`config.mk`:
```
export PLATFORM = sky130hd
export DESIGN_NAME = icache_ctrl
export DESIGN_NICKNAME = d
export VERILOG_FILES = /design/src/rtl/icache_pkg.sv /design/src/rtl/icache_array.sv /design/src/rtl/icache_ctrl.sv
export SDC_FILE = /design/constraint.sdc
export NUM_CORES = 2
export LEC_CHECK = 0
export CORE_AREA = 2 2 523 525
export CTS_CLUSTER_DIAMETER = 50
export CTS_CLUSTER_SIZE = 16
export DETAILED_ROUTE_END_ITERATION = 7
export DIE_AREA = 0 0 525 527
export PLACE_DENSITY = 0.71
export SYNTH_ARGS = -nofsm -noshare
export SYNTH_HDL_FRONTEND = slang
export SYNTH_SLANG_ARGS = --single-unit
```
`constraint.sdc`:
```
create_clock -name clk -period 11.85 [get_ports clk]
set_input_delay 1.185 -clock clk [delete_from_list [all_inputs] [get_ports clk]]
set_output_delay 1.185 -clock clk [all_outputs]
set_load 0.03 [all_outputs]
```
`src/rtl/icache_pkg.sv`:
```
// Shared definitions for the direct-mapped instruction cache controller.
package icache_pkg;

  typedef enum logic {
    IC_IDLE = 1'b0,
    IC_MISS = 1'b1
  } ic_state_t;

  // PCs are byte addresses of 32-bit words; the low two bits never select anything.
  localparam int WORD_OFF = 2;

endpackage

```
`src/rtl/icache_array.sv`:
```
// Valid/tag/data storage: one combinational read port, one synchronous write port.
// Only the valid bits are reset; tag and data contents are don't-care until written.
module icache_array
  import icache_pkg::*;
#(
  parameter int IDX_W = 6,
  parameter int TAG_W = 32 - IDX_W - WORD_OFF
) (
  input  logic             clk,
  input  logic             rst_n,
  input  logic [IDX_W-1:0] rd_idx,
  output logic             rd_valid,
  output logic [TAG_W-1:0] rd_tag,
  output logic [31:0]      rd_data,
  input  logic             wr_en,
  input  logic [IDX_W-1:0] wr_idx,
  input  logic [TAG_W-1:0] wr_tag,
  input  logic [31:0]      wr_data
);

  localparam int DEPTH = 1 << IDX_W;

  logic [DEPTH-1:0] valid;
  logic [TAG_W-1:0] tags [DEPTH];
  logic [31:0]      data [DEPTH];

  always_ff @(posedge clk or negedge rst_n) begin
    if (!rst_n) begin
      valid <= '0;
    end else if (wr_en) begin
      valid[wr_idx] <= 1'b1;
    end
  end

  always_ff @(posedge clk) begin
    if (wr_en) begin
      tags[wr_idx] <= wr_tag;
      data[wr_idx] <= wr_data;
    end
  end

  assign rd_valid = valid[rd_idx];
  assign rd_tag   = tags[rd_idx];
  assign rd_data  = data[rd_idx];

endmodule

```
`src/rtl/icache_ctrl.sv`:
```
// Direct-mapped instruction cache controller: hit service, miss fill, rollback, rdy freeze.
// Optional feature macro: ICACHE_PERF_EN enables the hit/miss performance counters.
module icache_ctrl
  import icache_pkg::*;
#(
  parameter int IDX_W = 6
) (
  input  logic        clk,
  input  logic        rst_n,
  input  logic        rdy,
  input  logic        rollback,
  input  logic        fetch_req,
  input  logic [31:0] fetch_pc,
  output logic        fetch_ok,
  output logic [31:0] fetch_ins,
  output logic        mem_miss,
  output logic [31:0] mem_pc,
  input  logic        mem_finish,
  input  logic [31:0] mem_ins,
  output logic [31:0] hit_cnt,
  output logic [31:0] miss_cnt
);

  localparam int TAG_W = 32 - IDX_W - WORD_OFF;

  ic_state_t        state;
  logic             rd_valid;
  logic [TAG_W-1:0] rd_tag;
  logic [31:0]      rd_data;
  logic             hit;
  logic             accept;
  logic             fill;
  logic             unused_pc_bits;

  assign unused_pc_bits = ^fetch_pc[WORD_OFF-1:0];

  icache_array #(
    .IDX_W (IDX_W),
    .TAG_W (TAG_W)
  ) u_array (
    .clk      (clk),
    .rst_n    (rst_n),
    .rd_idx   (fetch_pc[IDX_W+WORD_OFF-1:WORD_OFF]),
    .rd_valid (rd_valid),
    .rd_tag   (rd_tag),
    .rd_data  (rd_data),
    .wr_en    (fill),
    .wr_idx   (mem_pc[IDX_W+WORD_OFF-1:WORD_OFF]),
    .wr_tag   (mem_pc[31:IDX_W+WORD_OFF]),
    .wr_data  (mem_ins)
  );

  assign hit    = rd_valid && (rd_tag == fetch_pc[31:IDX_W+WORD_OFF]);
  assign accept = rdy && !rollback && (state == IC_IDLE) && fetch_req && !fetch_ok;
  // A fill completing under rollback still lands: the data is correct for mem_pc.
  assign fill   = rdy && (state == IC_MISS) && mem_finish;

  assign mem_miss = (state == IC_MISS) && !mem_finish;

  always_ff @(posedge clk or negedge rst_n) begin
    if (!rst_n) begin
      state     <= IC_IDLE;
      fetch_ok  <= 1'b0;
      fetch_ins <= '0;
      mem_pc    <= '0;
    end else if (rdy) begin
      fetch_ok <= 1'b0;
      if (rollback) begin
        state <= IC_IDLE;
      end else if (state == IC_IDLE) begin
        if (fetch_req && !fetch_ok) begin
          if (hit) begin
            fetch_ok  <= 1'b1;
            fetch_ins <= rd_data;
          end else begin
            mem_pc <= {fetch_pc[31:WORD_OFF], {WORD_OFF{1'b0}}};
            state  <= IC_MISS;
          end
        end
      end else if (mem_finish) begin
        fetch_ok  <= 1'b1;
        fetch_ins <= mem_ins;
        state     <= IC_IDLE;
      end
    end
  end

`ifdef ICACHE_PERF_EN
  logic [31:0] hit_q;
  logic [31:0] miss_q;

  always_ff @(posedge clk or negedge rst_n) begin
    if (!rst_n) begin
      hit_q  <= '0;
      miss_q <= '0;
    end else begin
      if (accept && hit) hit_q <= hit_q + 32'd1;
      if (accept && !hit) miss_q <= miss_q + 32'd1;
    end
  end

  assign hit_cnt  = hit_q;
  assign miss_cnt = miss_q;
`else
  assign hit_cnt  = '0;
  assign miss_cnt = '0;
`endif

endmodule

```
# [After elaboration in Yosys (flattened, before gate mapping)]
# Memory sizes are Yosys's and may differ from the RTL's.
# Cells that the tools add are included.
[totals] ramBits=3584 out_inout_bits=130 inputBits=70 mem_count=2 register_bits=128 wordCells=48
[classes] muxes=20 reduce_logical=12 bitwise_logic=4 n_eq_ne=2 order_cmp=3
[memory_table] name="u_array.data" words=64 width=32 read_ports=1 rd_ports_with_merged_regs=0 write_ports=1 line="icache_array.sv:25" text="logic [31:0] data [DEPTH];"
[memory_table] name="u_array.tags" words=64 width=24 read_ports=1 rd_ports_with_merged_regs=0 write_ports=1 line="icache_array.sv:24" text="logic [TAG_W-1:0] tags [DEPTH];"
[op_table] op="$mux 32" count=4
[op_table] op="$or 64x64->64" count=1
[op_table] op="$eq 24x24->1" count=1
[op_table] op="$lt 6x7->1 const B" count=2
[op_table] op="$mux 1" count=14
[op_table] op="$reduce_and 5->1" count=2
[op_table] op="$bmux 1 s6" count=1
[op_table] op="$demux 1 s6" count=1
[op_table] op="$ge 6x1->1 const B" count=1
[op_table] op="$logic_and 1x1->1" count=6
[op_table] op="$reduce_bool 2->1" count=2
[op_table] op="$not 1->1" count=3
[op_table] op="$logic_not 1->1" count=2
[op_table] op="$ne 2x2->1 const B" count=1

# [Longest topological paths before layout]
[depth] word_depth=7 mapped_depth=19 ltp_nobuf=11

# [Cells and area by module]
# Synthesis repeated with hierarchy kept, for this count alone.
[unflattened] cells_unflattened=6387 hier_area_um2=141998.7
[by_module_without_submodules] mod="icache_array" n_inst=1 area_per_inst_um2=138414.0 cells_per_inst=6106 seq_area_each_um2=109224.8
[by_module_without_submodules] mod="icache_ctrl" n_inst=1 area_per_inst_um2=3584.7 cells_per_inst=281 seq_area_each_um2=1601.5

# [Worst setup path after synthesis]
# OpenSTA, ideal clock, no wires.
[synth_timing] path_kind="input-to-reg" start="input port mem_finish" end="memory u_array.data[30][0] (enable)" required_time_ns=11.379 t_arrival_ns=4.119 stages=4 setup_slack_ns=7.260 setup_ns=0.471 n_path_buf=0 cell_sequence="nand3_1 > nor2_1 > nand3_1 > nor2_1"
[synth_via] elab_chain_cells=3
[synth_rtl] element="start, declared" line="icache_ctrl.sv:18" text="input logic mem_finish,"
[synth_rtl] element="$logic_and 1x1->1" line="icache_ctrl.sv:56" text="assign fill = rdy && (state == IC_MISS) && mem_finish;"
[synth_rtl] element="$mux 1" line="icache_array.sv:36" text="if (wr_en) begin"
[synth_rtl] element="$mux 1 (implied by the code)" line="icache_array.sv:38" text="data[wr_idx] <= wr_data;"
[synth_rtl] element="end, declared" line="icache_array.sv:25"
# Every way passes these cells.

# [Final worst setup path]
[layout_timing] start="input port fetch_pc[5]" end="register mem_pc[11]"
[layout_via] elab_chain_cells=5 word_cells_on_any_way=7 cone_classes="eq/ne (1); mux (2); bitwise (1); reduce/logical (2); memory (1)"
[layout_rtl] element="start, declared" line="icache_ctrl.sv:13" text="input logic [31:0] fetch_pc,"
[layout_rtl] element="$mem_v2 64x24 or $bmux 1 s6 (tied branches)"
[layout_rtl] element="$eq 24x24->1 or $mux 1 (tied branches)" line="icache_ctrl.sv:53, icache_array.sv:42"
[layout_rtl] element="$logic_and 1x1->1 (*)" line="icache_ctrl.sv:53" text="assign hit = rd_valid && (rd_tag == fetch_pc[31:IDX_W+WORD_OFF]);"
[layout_rtl] element="$not 1->1 (no line) (*)"
[layout_rtl] element="$reduce_and 5->1 (no line) (*)"
[layout_rtl] element="end signal, assigned" line="icache_ctrl.sv:76" text="mem_pc <= {fetch_pc[31:WORD_OFF], {WORD_OFF{1'b0}}};"
[layout_rtl] element="end, declared" line="icache_ctrl.sv:17" text="output logic [31:0] mem_pc,"
# Mark *: on every way between the ends. The rest lies on a longest branch, timed or not. The select of a mux whose other input is x is not followed.
# A chain may end at the register's enable or synchronous reset.

==> results.py <==
metrics = {
    "cts": {
        "cts_tree": "built",
        "insertion_delay_ps": 900,
        "cts-root-buf": "clkbuf_16",
        "cts_resized": 0,
        "clk_pin_slew_ps": 60,
        "clockBufferDepth": 4,
        "cts-buffers-inserted": 335,
        "cts_setup_buffers": 0,
        "htreeDepth": 5,
        "hold_buffers": 0,
        "clkSinkCount": 3712,
    },
    "pwr": {
        "irDropWorstVdd_mv": 0.1234,
        "leakage_uw": 0.05058,
        "power_density_nw_per_um2": 178.0,
    },
    "worst_setup_path": {
        "crit_slowest_cell": "a2111oi_1",
        "regToRegStartpoint": "u_array.tags[21][15]",
        "cp.arrival_ps": 8280,
        "worstPathRequired_ps": 12600,
        "slowest_delay_ps": 930,
        "crit_path_frequent_cell": "buf_4",
        "cp_top_family": "buffers and inverters",
        "cp_num_buf_inv": 7,
        "path_cells": "buf_4, buf_4, buf_4, nor2b_1, buf_4, a22o_1, or4b_2, nand4_1, nor2_1, xnor2_1, a2111oi_1, buf_4, and4_1, nand4_1, buf_4, nand2_2, buf_4, mux2_1",
        "worst_setup_path_end_kind": "flop",
        "critPathMaxFanout": 66,
        "r2r_slack_ps": 5990,
        "worst_r2r_path_depth": 13,
        "worstSetupPathType": "in -> reg",
        "r2r-end": "mem_pc[11]",
        "startpoint_type": "primary input",
        "crit_start": "fetch_pc[5]",
    },
    "layout": {
        "fin_area_um2": 159800,
        "final_nets": 6683,
        "syn_to_final_growth_pct": 11.73,
        "layout-drive-gt1-share_pct": 28.12,
    },
    "route": {
        "firstDrtPassIters": 6,
        "wire_per_inst_um": 38.70,
        "drt_iter0_drc": 12576,
        "via_per_inst": 6.930,
        "num_vias": 72428,
        "final_antenna_net_count": 0,
        "wirelength_um": 404500,
        "route.detailed.drc": 0,
    },
    "logic_synthesis": {
        "yosysMostFrequentCell": "edfxtp_1",
        "synth_top_cell_by_area": "edfxtp_1",
        "synth_edf_count": 3584,
        "synth_cell_types": 68,
        "ys_seq_area_share_pct": 77.47,
        "synthTopCellsByArea": "edfxtp_1, mux4_2, dfrtp_1, mux2i_1, a22oi_1",
        "yosysTopAreaCellShare_pct": 75.23,
        "synth_commonest_cells": "edfxtp_1, mux4_2, mux2i_1",
        "async_flop_share_pct": 3.448,
        "yosys_most_used_dff": "edfxtp_1",
        "avgSynthCellArea_um2": 22.81,
        "yosys_warnings": 0,
        "synthCells": 6271,
        "netlist_area_um2": 143100,
        "synth_seq_cells": 3712,
    },
    "global_routing": {
        "grt_pass1_wl_um": 556200,
        "grt_max_degree": 158,
        "gr-total-overflow": 0,
        "antenna_found_initial": 29,
        "first_global_vias": 69809,
        "grt_use_total_pct": 28.98,
    },
    "timing": {
        "fmax_mhz": 132.7,
        "tightest_slew_ps": 1351,
        "finalClockSkew_ps": 47.97,
        "fin_hold_ws_ps": 283.4,
        "report.final.slew_viol_count": 0,
        "timing.final.ws_setup_ps": 4313,
        "min_period_over_period_pct": 63.60,
        "setup_viol": 0,
        "hold_viol": 0,
        "setup_tns_ps": 0,
        "post-route-min-period_ps": 7537,
        "maxSlewHeadroom_pct": 9.760,
        "rsz0062_at_grt": "no",
    },
    "place": {
        "port_buffers": 131,
        "place_congestion": 0.8459,
        "dpl.hpwl_um": 207000,
        "postPlaceCellArea_um2": 149100,
        "pre_cts_ws_ps": 3850,
    },
    "floorplan": {
        "start_util_pct": 52.65,
        "dieHeight_um": 527,
        "core_area_um2": 271700,
        "fp.dieW_um": 525,
        "ios": 200,
        "dieArea_um2": 276700,
        "rows": 192,
    },
    "flow_run": {
        "cap_violations": 0,
    },
    "worst_hold_path": {
        "hold_path_class": "in -> async",
    },
    "status": {
        "status": "completed",
    },
}
## metrics by stage
step	total power [uW]	cells	util, %
3_5_place_dp	17900	9865	54.87
6_report	28450	10452	58.83
3_3_place_gp	17800	9865	54.87
4_1_cts	28500	10442	58.82
5_1_grt	29140	10447	58.82
2_1_floorplan	16920	6336	-
## cell families after synthesis
family          after synthesis  share of synthesized area, %
flops                      3712                         77.47
mux                        1228                         17.12
simple gates                565                         2.080
buf+inv                     410                         1.523
compound gates              328                         1.639
xor+xnor                     27                        0.1653
other cells                   1                      0.002621
## registers in the layout, summed over array words and instances, names as in the netlist
signal,flops
fetch_ins,32
fetch_ok,1
mem_pc,30
state,1
u_array.data,2048
u_array.tags,1536
u_array.valid,64
## worst register-to-register path, cell delays in order, from the launching register on
cell       delay (ps)
edfxtp_1          370
mux4_2            480
o221ai_1          280
o311ai_0          240
a21oi_1           320
nor3_1            110
a2111oi_1         980
buf_4             240
and4_1            370
nand4_1           380
buf_4             570
nand2_2           230
buf_4             650
mux2_1            510
## metal layers
layer | up-vias | wire length, um | share of wire [%] | track usage (%)
li1 | 27169 | - | - | -
met1 | 38717 | 142400 | 35 | 40.27
met2 | 5634 | 191800 | 47 | 45.43
met3 | 896 | 53830 | 13 | 6.901
met4 | 12 | 16420 | 4.1 | 10.22
met5 | - | 95 | 0.023 | 0
## final cells by class
cell class,count,area [um2]
inverters,7,33.78
repair buffers,343,2892
diodes,10,25.02
clock inverters,185,1947
multi-input cells,2214,30800
clock buffers,392,8795
flip-flops and latches,3712,110900
well taps,3589,4491
fillers,18558,111900
## placed cells by master (no fill, tap or decap), types with 28 or more instances in the layout
cell type and count:
or2_2 67, clkdlybuf4s50_1 93, a22oi_1 111, o22ai_1 28, buf_2 31, dfrtp_1 106
nand2_1 117, inv_6 48, buf_4 204, clkinv_4 30, nand3b_1 65, edfxtp_1 3584
nor2_1 41, clkbuf_16 341, nand3_1 75, conb_1 66, a21oi_1 59, clkbuf_1 44
nor2_4 65, mux2_1 28, mux2i_1 210, mux4_2 970, and3_1 33
## report_power, final
part | total (uW) | switching, uW | leakage (uW) | internal, uW
registers | 15700 | 441 | 0.0338 | 15200
logic | 1980 | 1320 | 0.0116 | 660
clock network | 10800 | 4990 | 0.00518 | 5810
## how the worst max path moves through the flow
stage	endpoint	slack, ps	cells after the start
global placement	mem_pc[31]	3820	16
global route	mem_pc[11]	4300	16
floorplan	u_array.data[30][0]	7260	4
finish	mem_pc[11]	4310	18
detailed placement	mem_pc[11]	3850	16
CTS	mem_pc[11]	4720	16
No activity file was read; power rests on OpenSTA's default activity.
